File: src/rtl/ball_ctrl.sv
// ball_ctrl: moves the breakout ball (serve, wall/paddle bounce, loss, lives).
// Ports:
//   i_clk, i_rst_n (async, active low)
//   i_ani_stb/i_animate  movement strobe and enable
//   i_mode  0 = hold game in reset/IDLE, 1 = play
//   i_start serve request
//   i_px1/i_px2  paddle left/right edges
//   i_hit_block  OR-ed block hit code (01 flip Y, 10 flip X, 11 both)
//   o_col_detected  hit acknowledge back to the blocks
//   o_x/o_y  ball centre; o_x1/o_x2/o_y1/o_y2 ball edges
//   o_lives, o_lost (pulse while in LOST), o_game_over
module ball_ctrl #(
    parameter int S_SIZE   = 5,
    parameter int SPEED    = 1,
    parameter int D_WIDTH  = 640,
    parameter int D_HEIGHT = 480,
    parameter int P_TOP    = 460,
    parameter int LIVES    = 3
) (
    input  logic        i_clk,
    input  logic        i_rst_n,
    input  logic        i_ani_stb,
    input  logic        i_animate,
    input  logic        i_mode,
    input  logic        i_start,
    input  logic [11:0] i_px1,
    input  logic [11:0] i_px2,
    input  logic [1:0]  i_hit_block,
    output logic        o_col_detected,
    output logic [11:0] o_x,
    output logic [11:0] o_y,
    output logic [11:0] o_x1,
    output logic [11:0] o_x2,
    output logic [11:0] o_y1,
    output logic [11:0] o_y2,
    output logic [2:0]  o_lives,
    output logic        o_lost,
    output logic        o_game_over
);
    typedef enum logic [1:0] {IDLE, PLAY, LOST, GAMEOVER} state_t;

    localparam logic [12:0] SS     = 13'(S_SIZE);
    localparam logic [12:0] SP     = 13'(SPEED);
    localparam logic [12:0] X_MIN  = 13'(S_SIZE);
    localparam logic [12:0] X_MAX  = 13'(D_WIDTH - 1 - S_SIZE);
    localparam logic [12:0] Y_MIN  = 13'(S_SIZE);
    localparam logic [12:0] Y_PAD  = 13'(P_TOP - S_SIZE);
    localparam logic [12:0] PTOP   = 13'(P_TOP);
    localparam logic [12:0] Y_LOSS = 13'(D_HEIGHT - 1);
    localparam logic [11:0] X_RST  = 12'(D_WIDTH / 2);
    localparam logic [11:0] Y_RST  = 12'(P_TOP - S_SIZE - 1);
    localparam logic [2:0]  L_RST  = 3'(LIVES);

    state_t      state, state_n;
    logic [11:0] x, y, x_n, y_n;
    logic        dx, dy, dx_n, dy_n;
    logic        col, col_n;
    logic [2:0]  lives, lives_n;

    logic [12:0] x13, y13, px1_13, px2_13, sum13;
    logic [12:0] xs, ys;
    logic        pad_ok, hit_new, ndx, ndy;

    assign x13    = {1'b0, x};
    assign y13    = {1'b0, y};
    assign px1_13 = {1'b0, i_px1};
    assign px2_13 = {1'b0, i_px2};
    assign sum13  = px1_13 + px2_13;

    // Ball overlaps the paddle horizontally (edges inclusive).
    assign pad_ok  = (px1_13 <= x13 + SS) && (x13 <= px2_13 + SS);
    // A hit flips direction only on its first cycle; the ack masks the rest.
    assign hit_new = (i_hit_block != 2'b00) && !col;
    assign ndx     = dx ^ (hit_new & i_hit_block[1]);
    assign ndy     = dy ^ (hit_new & i_hit_block[0]);

    function automatic logic x_wall(input logic [12:0] p, input logic d);
        return d ? (p >= X_MAX - SP) : (p <= X_MIN + SP);
    endfunction

    // Returns {new_dir, new_pos}: clamp and bounce at a wall, else move.
    function automatic logic [12:0] x_step(input logic [11:0] p, input logic d);
        if (x_wall({1'b0, p}, d))
            return {~d, d ? X_MAX[11:0] : X_MIN[11:0]};
        return {d, d ? p + SP[11:0] : p - SP[11:0]};
    endfunction

    function automatic logic y_wall(input logic [12:0] p, input logic d, input logic pad);
        return d ? (pad && (p + SS <= PTOP) && (p + SS + SP >= PTOP))
                 : (p <= Y_MIN + SP);
    endfunction

    function automatic logic [12:0] y_step(input logic [11:0] p, input logic d, input logic pad);
        if (y_wall({1'b0, p}, d, pad))
            return {~d, d ? Y_PAD[11:0] : Y_MIN[11:0]};
        return {d, d ? p + SP[11:0] : p - SP[11:0]};
    endfunction

    always_ff @(posedge i_clk or negedge i_rst_n) begin
        if (!i_rst_n) begin
            state <= IDLE;
            x     <= X_RST;
            y     <= Y_RST;
            dx    <= 1'b1;
            dy    <= 1'b0;
            col   <= 1'b0;
            lives <= L_RST;
        end else begin
            state <= state_n;
            x     <= x_n;
            y     <= y_n;
            dx    <= dx_n;
            dy    <= dy_n;
            col   <= col_n;
            lives <= lives_n;
        end
    end

    always_comb begin
        state_n = state;
        x_n     = x;
        y_n     = y;
        dx_n    = dx;
        dy_n    = dy;
        col_n   = 1'b0;
        lives_n = lives;
        xs      = '0;
        ys      = '0;
        if (!i_mode) begin
            state_n = IDLE;
            x_n     = X_RST;
            y_n     = Y_RST;
            dx_n    = 1'b1;
            dy_n    = 1'b0;
            lives_n = L_RST;
        end else begin
            case (state)
                IDLE: begin
                    x_n  = sum13[12:1];
                    y_n  = Y_RST;
                    dx_n = 1'b1;
                    dy_n = 1'b0;
                    if (i_start) state_n = PLAY;
                end
                PLAY: begin
                    if (dy && (y13 + SS >= Y_LOSS)) begin
                        state_n = LOST;
                    end else begin
                        // Set on a new hit, held while the code stays, cleared when it drops.
                        col_n = (i_hit_block != 2'b00);
                        dx_n  = ndx;
                        dy_n  = ndy;
                        if (i_ani_stb && i_animate) begin
                            // A wall on the pre-hit direction overrides the hit flip.
                            xs = x_wall(x13, dx) ? x_step(x, dx) : x_step(x, ndx);
                            ys = y_wall(y13, dy, pad_ok) ? y_step(y, dy, pad_ok)
                                                         : y_step(y, ndy, pad_ok);
                            {dx_n, x_n} = xs;
                            {dy_n, y_n} = ys;
                        end
                    end
                end
                LOST: begin
                    lives_n = lives - 3'd1;
                    state_n = (lives == 3'd1) ? GAMEOVER : IDLE;
                end
                GAMEOVER: ;
                default: state_n = IDLE;
            endcase
        end
    end

    assign o_col_detected = col;
    assign o_x            = x;
    assign o_y            = y;
    assign o_x1           = x - SS[11:0];
    assign o_x2           = x + SS[11:0];
    assign o_y1           = y - SS[11:0];
    assign o_y2           = y + SS[11:0];
    assign o_lives        = lives;
    assign o_lost         = (state == LOST);
    assign o_game_over    = (state == GAMEOVER);
endmodule

File: config.mk
export PLATFORM = sky130hd
export DESIGN_NAME = ball_ctrl
export DESIGN_NICKNAME = d
export VERILOG_FILES = /design/src/rtl/ball_ctrl.sv
export SDC_FILE = /design/constraint.sdc
export NUM_CORES = 1
export LEC_CHECK = 0
export CORE_MARGIN = 2
export CORE_UTILIZATION = 50
export CTS_CLUSTER_SIZE = 10
export DETAILED_ROUTE_END_ITERATION = 16
export PLACE_DENSITY = 0.79
export SLEW_MARGIN = 10
export SYNTH_ARGS = -nofsm -noshare
export SYNTH_HDL_FRONTEND = slang
export SYNTH_SLANG_ARGS = --single-unit
File: constraint.sdc
create_clock -name i_clk -period 9.25 [get_ports i_clk]
set_input_delay 1.85 -clock i_clk [delete_from_list [all_inputs] [get_ports i_clk]]
set_output_delay 1.85 -clock i_clk [all_outputs]
set_load 0.02 [all_outputs]
==> impl_summary.txt, run 1 <==
----------------------------------------------------
[Worst setup path]
  Ordered cell list for the critical path ... clkdlybuf4s50_1, ha_1, o211a_1, nand4_1, xor2_1, ha_1, a211o_1, a21oi_1, o21ai_0, o21ai_0, nand4_1, o31ai_2, a21oi_1, a221o_1
  Sum of buffers and inverters on the critical path ... 1
  Critical path class ... primary input to flip-flop
  Cell family with most CP delay ... compound AO/OA/AOI/OAI gates
  Maximum fanout along the worst path ... 4
  Largest incremental delay on the critical path ... 0.56 ns
  Cell type of the slowest stage on the worst timing path ... clkdlybuf4s50_1
  Kind of end point of the critical path ... flip-flop
  Required time of the critical path ... 9.47 ns
  Sort of element at the start of the critical path ... primary input
  Endpoint arrival time on the critical path ... 5.51 ns

[Route]
  Routed wire length ... 15.6 mm
  Routed length per placed instance ... 17.5 um
  Routed via count ... 5463
  Initial detailed-routing violation count ... 377
  Number of nets with antenna violations after detailed routing ... 0
  Number of detailed-routing iterations run before antenna repair ... 5
  Vias per std cell ... 6.14
  Detailed-route DRC error count ... 0

[GRT]
  Via count of the first global-routing pass ... 5179
  GR Overflow Total ... 0
  Overall global routing resource usage ... 27.9%
  Antenna violations before repair ... 0
  First-pass GRT wire length ... 25.5 mm
  Maximum number of pins on one net before global-route repair ... 33

[Floorplan]
  Top-Level Pins ... 110
  Vertical extent of the die ... 106 um
  Std cell rows ... 37
  Die footprint ... 11300 sq um
  Initial standard-cell utilization of the core ... 51.0%
  Die Span X ... 106 um
  Placeable Area ... 10200 sq um

[STA]
  Min Hold Slack ... 0.578 ns
  Worst clock skew on the final layout ... 0.00727 ns
  Transition time of the tightest slew-check pin ... 0.995 ns
  Period utilisation layout ... 57.2%
  Total of endpoints with negative setup slack in the final report ... 0
  Setup repair after global routing missed its margin ... no
  Maximum achievable frequency ... 189 MHz
  Number of pins with negative max-slew slack in the final report ... 0
  Worst rel slew slack ... 33.2%
  Summed negative setup slack over all endpoints ... 0 ns
  Post-layout minimum cycle time ... 5.29 ns
  Count of final hold-check violations ... 0

[Synth]
  Post-synthesis async set-or-reset flop share ... 100%
  Sequential element share of the synthesized area ... 15.6%
  Mapped Nets ... 773
  Largest area contributor in the netlist ... ha_1
  Number of flops mapped to enable cells by yosys ... 0
  Total number of yosys warnings ... 0
  Top cell type's share of synthesized area ... 17.0%
  Cell types occupying the most area after synthesis ... ha_1, dfrtp_1, xnor2_1
  Register bit count reported by yosys ... 32
  Average size of a mapped cell ... 7.82 sq um
  Leading register cell type out of synthesis ... dfrtp_1
  Instance count of the mapped netlist ... 667
  Library cells used by synthesis ... 76
  Synth Cell Area ... 5210 sq um

[Power]
  Final Total Pwr ... 2.56 mW
  Share of total power in combinational logic ... 80.2%
  Switching share of power ... 54.5%
  IR drop worst, VDD ... 243 uV
  Cell leakage power ... 2.78 nW
  Int Power ... 1.17 mW
  Power Density ... 398 nW/um^2
  Psw ... 1.39 mW
  Clk network pwr share ... 4.1%
  Sequential group share of total power ... 15.8%

[Finish]
  Net count of the finished layout ... 860
  Leading cell types in the layout, fill and taps excluded ... clkdlybuf4s50_1, ha_1, nor2_1
  Share of post-route cells with drive strength above 1 ... 5.04%
  Sequential cell area ... 813 sq um
  Diodes inserted ... 0
  Multi-input gate area in the final layout ... 4090 sq um
  Area grow syn2layout ... 23.3%
  Post-Layout Cell Count ... 890
  Most common library cell in the layout ignoring fill and taps ... clkdlybuf4s50_1
  Layout fillers ... 933

[CTS]
  Insertion delay to the later sink of the worst-skew pair ... 0.29 ns
  Cell chosen for the clock root ... clkbuf_8
  CTS hold repair buffers ... 0
  Number of H-tree branching levels ... 2
  Number of clock sinks ... 32
  Resize count post-CTS ... 0
  CTS tree ... done
  Longest Clk Path Bufs ... 2
  Clk pin slew, worst setup/hold paths ... 0.07 ns
  Total clock buffers created by CTS ... 5
  Number of buffers inserted by post-CTS setup repair ... 0

[Placed design]
  Quantity of I/O buffers inserted on ports ... 109
  Half-perimeter wire length after placement ... 12.4 mm
  Global placer's final weighted congestion ... 0.938
  Number of placed cells counting well taps ... 883

[Job]
  # Max-Cap Violations ... 0

[Worst hold path]
  Worst min-delay path category ... flip-flop to flip-flop

[Status]
  Run status ... finished clean

----------------------------------------------------
## power by group through the flow
stage          logic [mW]  clock network, mW  registers (mW)
3_3_place_gp         1.98                  0           0.398
5_1_grt              2.24              0.109           0.420
4_1_cts              2.04              0.104           0.397
6_report             2.05              0.104           0.404
2_1_floorplan        1.43                  0           0.319
3_5_place_dp         2.03                  0           0.400
## cell families (layout without fill, tap and decap cells)
| logic type | Yosys count | count (layout) | synth area share, % |
|---|---|---|---|
| fa+ha+maj | 74 | 74 | 18.2 |
| flops | 32 | 32 | 15.6 |
| simple gates | 208 | 208 | 19.8 |
| buf+inv | 76 | 163 | 6.02 |
| mux | 8 | 8 | 1.58 |
| xor+xnor | 79 | 79 | 13.3 |
| compound gates | 190 | 190 | 25.6 |
## cell usage after synthesis (all sizes together) (6+ instances only)
library cell,instances
dfrtp,22
o21ai,47
ha,71
xor2,34
nand4,11
o31ai,9
a31oi,6
nor4,8
nand2,50
buf,17
a211oi,7
nor2b,7
o211ai,6
nor3,25
mux2i,6
o41ai,6
clkbuf,15
nand3,20
a21o,11
a21oi,41
o21a,6
nor2,52
dfstp,10
a22o,6
inv,44
xnor2,45
## routing by layer
layer	vias to the layer above	GRT usage [%]	routed length, um
met5	-	0	0
met4	0	10.2	447
met3	40	5.76	1340
met2	232	43.3	7030
met1	2593	38.1	6740
li1	2598	-	-
## worst reg2reg max path: stages (launching register included)
cell and delay, ns:
dfrtp_1 0.73, nand4_1 0.41, nor4_1 0.42, xor2_1 0.27
inv_1 0.08, ha_1 0.29, nand4_1 0.10, o32ai_1 0.33
a211o_1 0.22, nand4_1 0.23, o31ai_2 0.45, a21oi_1 0.17
a221o_1 0.34
## final timing paths
path / from / to / slack, ns / cells after the start
setup / recovery: i_px2[1] / o_y[6] / 3.96 / 14
hold / removal: o_lives[1] / o_lives[1] / 0.58 / 2
setup reg to reg: o_x[3] / o_y[6] / 5.15 / 12
hold reg to reg: o_lives[1] / o_lives[1] / 0.58 / 2
max in group asynchronous: i_rst_n / o_lives[0] / 6.92 / 2
min in group asynchronous: i_rst_n / o_y[3] / 1.99 / 2
## final cells by class
type | count | share of cell area [%]
multi-input combinational | 559 | 63.6
timing repair buffer | 112 | 17.3
sequential | 32 | 12.7
tap | 136 | 2.65
inverter | 44 | 2.57
clock buffer | 6 | 1.13
clock inverter | 1 | 0.0779
## registers in the layout, indices dropped and copies added (netlist names)
register and cells:
o_lives 3, dy 1, dx 1, o_y 12, o_col_detected 1, state 2, o_x 12
## per-stage QoR
| step | utilization, % | cell area (sq um) | setup slack, ns |
|---|---|---|---|
| 3_3_place_gp | 62.1 | 6350 | 3.92 |
| 3_5_place_dp | 62.1 | 6350 | 3.71 |
| 4_1_cts | 62.8 | 6430 | 4.00 |
| 5_1_grt | 62.8 | 6430 | 3.65 |
| 6_report | 62.8 | 6430 | 3.96 |
| 2_1_floorplan | - | 5210 | 4.79 |
No activity file was read; power rests on OpenSTA's default activity.
==> run 2, diff against run 1 <==
- clock period: 9.25 -> 5.1 ns (I/O delays scaled with it)
==> run 2 against run 1 <==
Against the previous run:
- worst hold slack gained 0.0013 ns
- global-route usage shrank 0.27 points
- power grew 84%
- sequential share of layout area shrank 0.095 points
- clock skew shrank 0.0016 ns
- sequential power grew 81%
- non-clock buffer count grew 2
- critical path type unchanged
- highest routed layer unchanged
==> impl_summary.txt, run 2 (synthesis results as in run 1) <==
----------------------------------------------------
[Worst setup path]
  Most common cell on crit path ... o21ai_0
  Endpoint arrival time on the critical path ... 4.63 ns
  Required time of the critical path ... 5.32 ns
  Cell type of the slowest stage on the worst timing path ... clkdlybuf4s50_1
  Kind of end point of the critical path ... flip-flop
  Sort of element at the start of the critical path ... primary input
  Ordered cell list for the critical path ... clkdlybuf4s50_1, ha_1, o211a_1, nand4_1, xor2_1, ha_1, o21a_1, o21ai_0, o21ai_0, o21ai_0, nand4_1, o31ai_2, a21oi_1, a221o_1
  Sum of buffers and inverters on the critical path ... 1
  Largest incremental delay on the critical path ... 0.57 ns
  Cell family with most CP delay ... compound AO/OA/AOI/OAI gates
  Maximum fanout along the worst path ... 4
  Critical path class ... primary input to flip-flop

[Finish]
  Leading cell types in the layout, fill and taps excluded ... clkdlybuf4s50_1, ha_1, nor2_1
  Most common library cell in the layout ignoring fill and taps ... clkdlybuf4s50_1
  Area grow syn2layout ... 24.2%
  Diodes inserted ... 0
  End-of-flow core utilization ... 63.3%
  Sequential cell area ... 813 sq um
  Share of post-route cells with drive strength above 1 ... 5.55%
  Layout fillers ... 944
  Multi-input gate area in the final layout ... 4090 sq um
  Net count of the finished layout ... 862

[CTS]
  Number of H-tree branching levels ... 2
  CTS tree ... done
  CTS hold repair buffers ... 0
  Cell chosen for the clock root ... clkbuf_8
  Insertion delay to the later sink of the worst-skew pair ... 0.29 ns
  Longest Clk Path Bufs ... 2
  Resize count post-CTS ... 0
  Number of clock sinks ... 32
  Total clock buffers created by CTS ... 5
  Clk pin slew, worst setup/hold paths ... 0.07 ns
  Number of buffers inserted by post-CTS setup repair ... 0

[Floorplan]
  Initial standard-cell utilization of the core ... 51.0%
  Placeable Area ... 10200 sq um
  Std cell rows ... 37
  Vertical extent of the die ... 106 um
  Die footprint ... 11300 sq um
  Top-Level Pins ... 110
  Die Span X ... 106 um

[Power]
  Int Power ... 2.17 mW
  Sequential group share of total power ... 15.6%
  IR drop worst, VDD ... 441 uV
  Switching share of power ... 53.8%
  Clk network pwr share ... 5.3%
  Power Density ... 726 nW/um^2
  Psw ... 2.53 mW
  Cell leakage power ... 2.80 nW
  Share of total power in combinational logic ... 79.1%

[STA]
  Number of pins with negative max-slew slack in the final report ... 0
  Summed negative setup slack over all endpoints ... 0 ns
  Maximum achievable frequency ... 227 MHz
  Worst clock skew on the final layout ... 0.00572 ns
  Total of endpoints with negative setup slack in the final report ... 0
  Post-layout minimum cycle time ... 4.41 ns
  Min Hold Slack ... 0.579 ns
  Period utilisation layout ... 86.4%
  PnR worst setup slack ... 0.695 ns
  Setup repair after global routing missed its margin ... no
  Worst rel slew slack ... 27.8%
  Count of final hold-check violations ... 0
  Transition time of the tightest slew-check pin ... 1.08 ns

[GRT]
  Overall global routing resource usage ... 27.6%
  Antenna violations before repair ... 0
  First-pass GRT wire length ... 25.3 mm
  Maximum number of pins on one net before global-route repair ... 33
  GR Overflow Total ... 0
  Via count of the first global-routing pass ... 5121

[Route]
  Number of detailed-routing iterations run before antenna repair ... 5
  Initial detailed-routing violation count ... 409
  Vias per std cell ... 6.05
  Routed wire length ... 15.5 mm
  Detailed-route DRC error count ... 0
  Number of nets with antenna violations after detailed routing ... 0
  Routed length per placed instance ... 17.3 um
  Routed via count ... 5407

[Job]
  # Max-Cap Violations ... 0

[Placed design]
  Global placer's final weighted congestion ... 0.961
  Quantity of I/O buffers inserted on ports ... 109
  Post-place setup slack ... 0.406 ns
  Half-perimeter wire length after placement ... 12.3 mm

[Status]
  Run status ... finished clean

[Worst hold path]
  Worst min-delay path category ... flip-flop to flip-flop

----------------------------------------------------
==> run 2: power by group through the flow <==
stage               Clock (mW)  Sequential [mW]  Combinational, mW
floorplan                    0            0.579               2.60
global placement             0            0.725               3.60
detailed placement           0            0.731               3.69
CTS                      0.252            0.725               3.71
global route             0.262            0.760               4.05
finish                   0.251            0.732               3.72
==> run 2: area by class of cell <==
class,instances,share of cell area (%)
Sequential cell,32,12.6
Inverter,44,2.55
Tap cell,136,2.63
Multi-Input combinational cell,559,63.1
Timing Repair Buffer,114,17.4
Clock inverter,3,0.657
Clock buffer,5,1.06
==> run 2: metrics by stage <==
step	instances	power (mW)	cell area [sq um]
finish	893	4.70	6470
global route	893	5.08	6470
CTS	893	4.68	6470
detailed placement	885	4.42	6360
global placement	885	4.32	6360
floorplan	667	3.18	5210
==> run 2: final timing paths <==
| path | from | to | slack, ns | cells past startpoint |
|---|---|---|---|---|
| max | i_px2[1] | o_y[6] | 0.69 | 14 |
| min | o_lives[2] | o_lives[2] | 0.58 | 2 |
| max reg2reg | o_x[3] | o_y[6] | 1.09 | 12 |
| min reg2reg | o_lives[2] | o_lives[2] | 0.58 | 2 |
| max in group asynchronous | i_rst_n | o_lives[1] | 3.62 | 2 |
| min in group asynchronous | i_rst_n | o_y[0] | 1.15 | 2 |
==> run 2: metal layers <==
layer  up-vias  wire, um  GRT usage (%)  part of all wire (%)
met2       186      7070           44.5                    46
li1       2608         -              -                     -
met1      2589      7230           39.2                    47
met3        24       894           3.00                   5.8
met4         0       256           7.24                   1.7
met5         -         0              0                     0
==> run 2: tightest hold or removal path: stages (launching register included) <==
cell and delay, ns:
dfrtp_1 0.39, xor2_1 0.08, nor2_1 0.07
==> RTL change 1 (settings of run 2) <==
Register the output `o_y1`, cleared by the reset; this adds one clock of latency there. The other outputs are not delayed to match.
--- a/src/rtl/ball_ctrl.sv
+++ b/src/rtl/ball_ctrl.sv
@@ -177,3 +177,9 @@
     assign o_x2           = x + SS[11:0];
-    assign o_y1           = y - SS[11:0];
+    always_ff @(posedge i_clk or negedge i_rst_n) begin
+        if (!i_rst_n) begin
+            o_y1 <= '0;
+        end else begin
+            o_y1 <= y - SS[11:0];
+        end
+    end
     assign o_y2           = y + SS[11:0];
Formal check against the unedited RTL: not equivalent (a bounded check fails within 4 cycles, from zero or initial values and one cycle with i_rst_n low).
==> RTL change 1 against run 2 <==
  * Area after synthesis increased by 6.7%
  * Final cell count increased by 1.1%
  * Power decreased by 5.3%
  * Via count increased by 2.6%
  * Setup slack improved by 0.25 ns
  * Cell area increased by 5.0%
  * Register-to-register slack improved by 0.04 ns
  * Routed wire length increased by 5.7%
  * Sequential cell count increased by 12
  * Critical path type unchanged
  * Critical endpoint is now o_y[4]
==> RTL change 1: results (changes against run 2) <==
| Metric | Value |
|---|---|
| RePlAce Congestion | `0.988 (+2.8%)` |
| Setup repair bufs after CTS | `0 (unchanged)` |
| Status | `finished, final reports clean` |
| CTS Buf Count | `5 (unchanged)` |
| Cells on worst reg2reg path | `13 (+1)` |
| Worst r2r src | `o_x[3]` |
| Initial antenna violation count | `0 (unchanged)` |
| Vias in the first global route | `5353 (+4.5%)` |
| Share of layout cells above drive strength 1 | `6.16% (+0.61 points)` |
| Post-synth top cells | `71 x ha_1, 50 x a21oi_1, 48 x nand2_1` |
| Crit-path max FO | `8 (+4)` |
| Post-synth ARST share | `100% (unchanged)` |
| Worst-Skew Late Latency | `0.32 ns (+0.03 ns)` |
| Total GRT Usage | `27.4% (-0.21 points)` |
| Post-CTS Resized | `0 (unchanged)` |
| Clock skew | `0.0115 ns (+0.00575 ns)` |
| R2r setup slk | `1.13 ns (+0.04 ns)` |
| Worst hold path class | `reg2reg` |
| Final net count | `868 (+0.70%)` |
| DRT Wirelength | `16.3 mm (+5.7%)` |
| Dpl hpwl | `12.5 mm (+2.0%)` |
| Register area share after synthesis | `20.0% (+4.4 points)` |
| WP data arrival | `4.37 ns (-0.26 ns)` |
| Slew of the pin with the lowest slew margin | `0.988 ns (-0.0871 ns)` |
| DR iter-0 viols | `336 (-18%)` |
| Syn Nets | `780 (+0.91%)` |
| Clock transition at path regs | `0.09 ns (+0.02 ns)` |
| Synth unique cells | `76 (unchanged)` |
| Worst setup path endpoint | `o_y[4]` |
| Ys flop type | `dfrtp_1` |
| I/O Buffers | `109 (unchanged)` |
| Critical Path Max Stage Delay | `0.56 ns` |
| Fillcell total | `959 (+1.6%)` |
| Pre-Repair DR Iteration Count | `5 (unchanged)` |
| CTS Buffer Depth | `2 (unchanged)` |
| Most common cell after layout, fill and taps aside | `clkdlybuf4s50_1` |
| Top cells by area, synth | `ha_1 16%, dfrtp_1 15%, xnor2_1 7.2%` |
| Ys Warns | `0 (unchanged)` |
| Global-route wire length before repair | `26.0 mm (+2.8%)` |
| Critical path origin | `i_px2[1]` |
| CP max-delay cell | `clkdlybuf4s50_1` |
| Maximum vdd drop | `0.000339 V (-23%)` |
| Clock H-tree levels | `2 (unchanged)` |
| Vias per cell | `6.14 (+1.5%)` |
| Pleak | `2.96 nW (+5.7%)` |
| Largest net degree at the start of global routing | `45 (+36%)` |
| Ant diodes | `0 (unchanged)` |
| CTS root buf | `clkbuf_8` |
## RTL change 1: area by class of cell
cell class                 count  share of cell area, %
clock buffer                   6                   1.21
multi-input combinational    551                   60.4
timing repair buffer         111                   16.2
clock inverter                 2                  0.570
inverter                      49                   2.71
tap                          140                   2.58
sequential                    44                   16.4
## RTL change 1: cell families after synthesis
| logic type | Yosys count | share of synthesized area, % |
|---|---|---|
| AO/OA/AOI/OAI | 197 | 24.3 |
| multiplexers | 4 | 0.719 |
| XOR/XNOR | 80 | 12.7 |
| flip-flops | 44 | 20.0 |
| adder cells (fa/ha/maj) | 74 | 17.0 |
| AND/OR/NAND/NOR | 196 | 18.9 |
| buffers and inverters | 79 | 6.25 |
## RTL change 1: worst min-delay path by stage
stage                         from        to  slack, ns  depth (start not counted)
after floorplan           state[1]  state[1]       0.50                          2
after global placement    state[1]  state[1]       0.52                          2
after CTS                 state[1]  state[1]       0.58                          2
final                     state[0]  state[0]       0.58                          2
after detailed placement  state[1]  state[1]       0.56                          2
after global routing        o_x[6]    o_x[6]       0.62                          2
## RTL change 1: power breakdown
part / internal [mW] / switching (mW) / leakage (nW)
Sequential: 0.485 / 0.360 / 0.545
Clock: 0.160 / 0.134 / 0.0614
Combinational: 1.48 / 1.83 / 2.35
## RTL change 1: critical path: cells and delay by family
kind | cells | cell delay [ns]
compound gates | 4 | 0.58
xor+xnor | 1 | 0.16
fa+ha+maj | 2 | 0.55
buf+inv | 1 | 0.56
simple gates | 8 | 1.50
## RTL change 1: per-stage QoR
stage                     total power [mW]  hold WS, ns  std cells  cell area (µm²)  setup WS [ns]
after global routing                  4.78        0.621        903             6800          0.753
after CTS                             4.41        0.583        903             6800          0.972
after detailed placement              4.10        0.563        895             6680          0.633
final                                 4.45        0.584        903             6800          0.943
after floorplan                       3.00        0.500        674             5570           1.30
after global placement                3.98        0.518        895             6680          0.862
## RTL change 1: routing by layer
| layer | GRT usage (%) | routed length, µm |
|---|---|---|
| met1 | 36.7 | 7380 |
| met5 | 0 | 0 |
| met2 | 45.1 | 7630 |
| met4 | 9.40 | 322 |
| met3 | 3.85 | 996 |
==> RTL change 2 (flow settings as in run 2) <==
Without the edit above. The parameter `D_HEIGHT` goes from 480 to 240.
--- a/src/rtl/ball_ctrl.sv
+++ b/src/rtl/ball_ctrl.sv
@@ -15,3 +15,3 @@
     parameter int D_WIDTH  = 640,
-    parameter int D_HEIGHT = 480,
+    parameter int D_HEIGHT = 240,
     parameter int P_TOP    = 460,
Function: changed (a bounded check fails within 4 cycles, from zero or initial values and one cycle with i_rst_n low).
==> RTL change 2 against run 2 <==
  * Global-route usage up 0.11 points
  * Clock power down 18%
  * Area after synthesis down 2.3%
  * Core utilization up 1.4 points
  * Routed wire length down 0.64%
  * Combinational power down 30%
  * Power down 28%
  * Largest cell class unchanged
  * Cell area down 1.9%
  * Setup slack better by 0.42 ns
  * Die area down 2.2%
  * Largest power group unchanged
  * Sequential share of layout area up 0.24 points
  * Sequential cell count unchanged
==> RTL change 2: results (changes against run 2) <==
| Metric | Value |
|---|---|
| Status | `finished, final reports clean` |
| Register area share after synthesis | `16.0% (+0.36 points)` |
| Hold Path Origin | `o_y[11]` |
| Data buffer area share | `17.8% (+0.34 points)` |
| Crit-path max FO | `5 (+1)` |
| GR met1 Demand/Resource | `33.4% (-5.8 points)` |
| Mapped Cells | `657 (-1.5%)` |
| Multi-input gates | `546 (-2.3%)` |
| DRT Wirelength | `15.4 mm (-0.64%)` |
| Fmax | `0.251 GHz (+11%)` |
| Pleak | `2.76 nW (-1.5%)` |
| Multi-input combinational area share | `62.3% (-0.77 points)` |
| Total GRT Usage | `27.7% (+0.11 points)` |
| Met2 Usage GRT | `49.3% (+4.8 points)` |
| DR iter-0 viols | `256 (-37%)` |
| Synth unique cells | `68 (-11%)` |
| Post-synthesis xor/xnor area fraction | `14.1% (+0.82 points)` |
| RePlAce Congestion | `0.927 (-3.5%)` |
| Placed insts | `876 (-1.0%)` |
| Final net count | `855 (-0.81%)` |
| Cells on worst reg2reg path | `10 (-2)` |
| RR Endpoint | `o_x[10]` |
| Dpl hpwl | `12.1 mm (-1.2%)` |
| Maximum vdd drop | `0.000506 V (+15%)` |
| Non-clock inverter total of the final layout | `51 (+16%)` |
| Vias in the first global route | `5134 (+0.25%)` |
| Worst setup path endpoint | `o_y[11]` |
| Syn Nets | `762 (-1.4%)` |
| WP data arrival | `4.12 ns (-0.51 ns)` |
| Critical path origin | `i_px2[4]` |
| R2r setup slk | `1.22 ns (+0.13 ns)` |
## RTL change 2: cell count changes after synthesis, sizes merged, moves of 5 or more
cell    delta
and2       +5
xnor2      +5
o221a      +5
a31oi      +6
nor2b      +6
nand2      +6
inv        +7
buf        -5
nand3      -5
nand2b     +6
nor3       -7
## RTL change 2: power by group
group	leakage [nW]	switching (mW)	internal, mW	total [mW]
Combinational	2.31	1.45	1.16	2.61
Clock	0.0510	0.0980	0.108	0.206
Sequential	0.399	0.247	0.332	0.579
## RTL change 2: worst max-delay path, cell delays in order
cell	delay [ns]
clkdlybuf4s50_1	0.59
nand4_1	0.16
nor2_1	0.26
nand3_1	0.13
xor2_1	0.16
ha_1	0.31
a21oi_1	0.17
o21ai_0	0.10
a2111oi_0	0.43
o41ai_1	0.15
o22ai_1	0.21
nand3_1	0.19
a31oi_1	0.21
a31oi_1	0.05
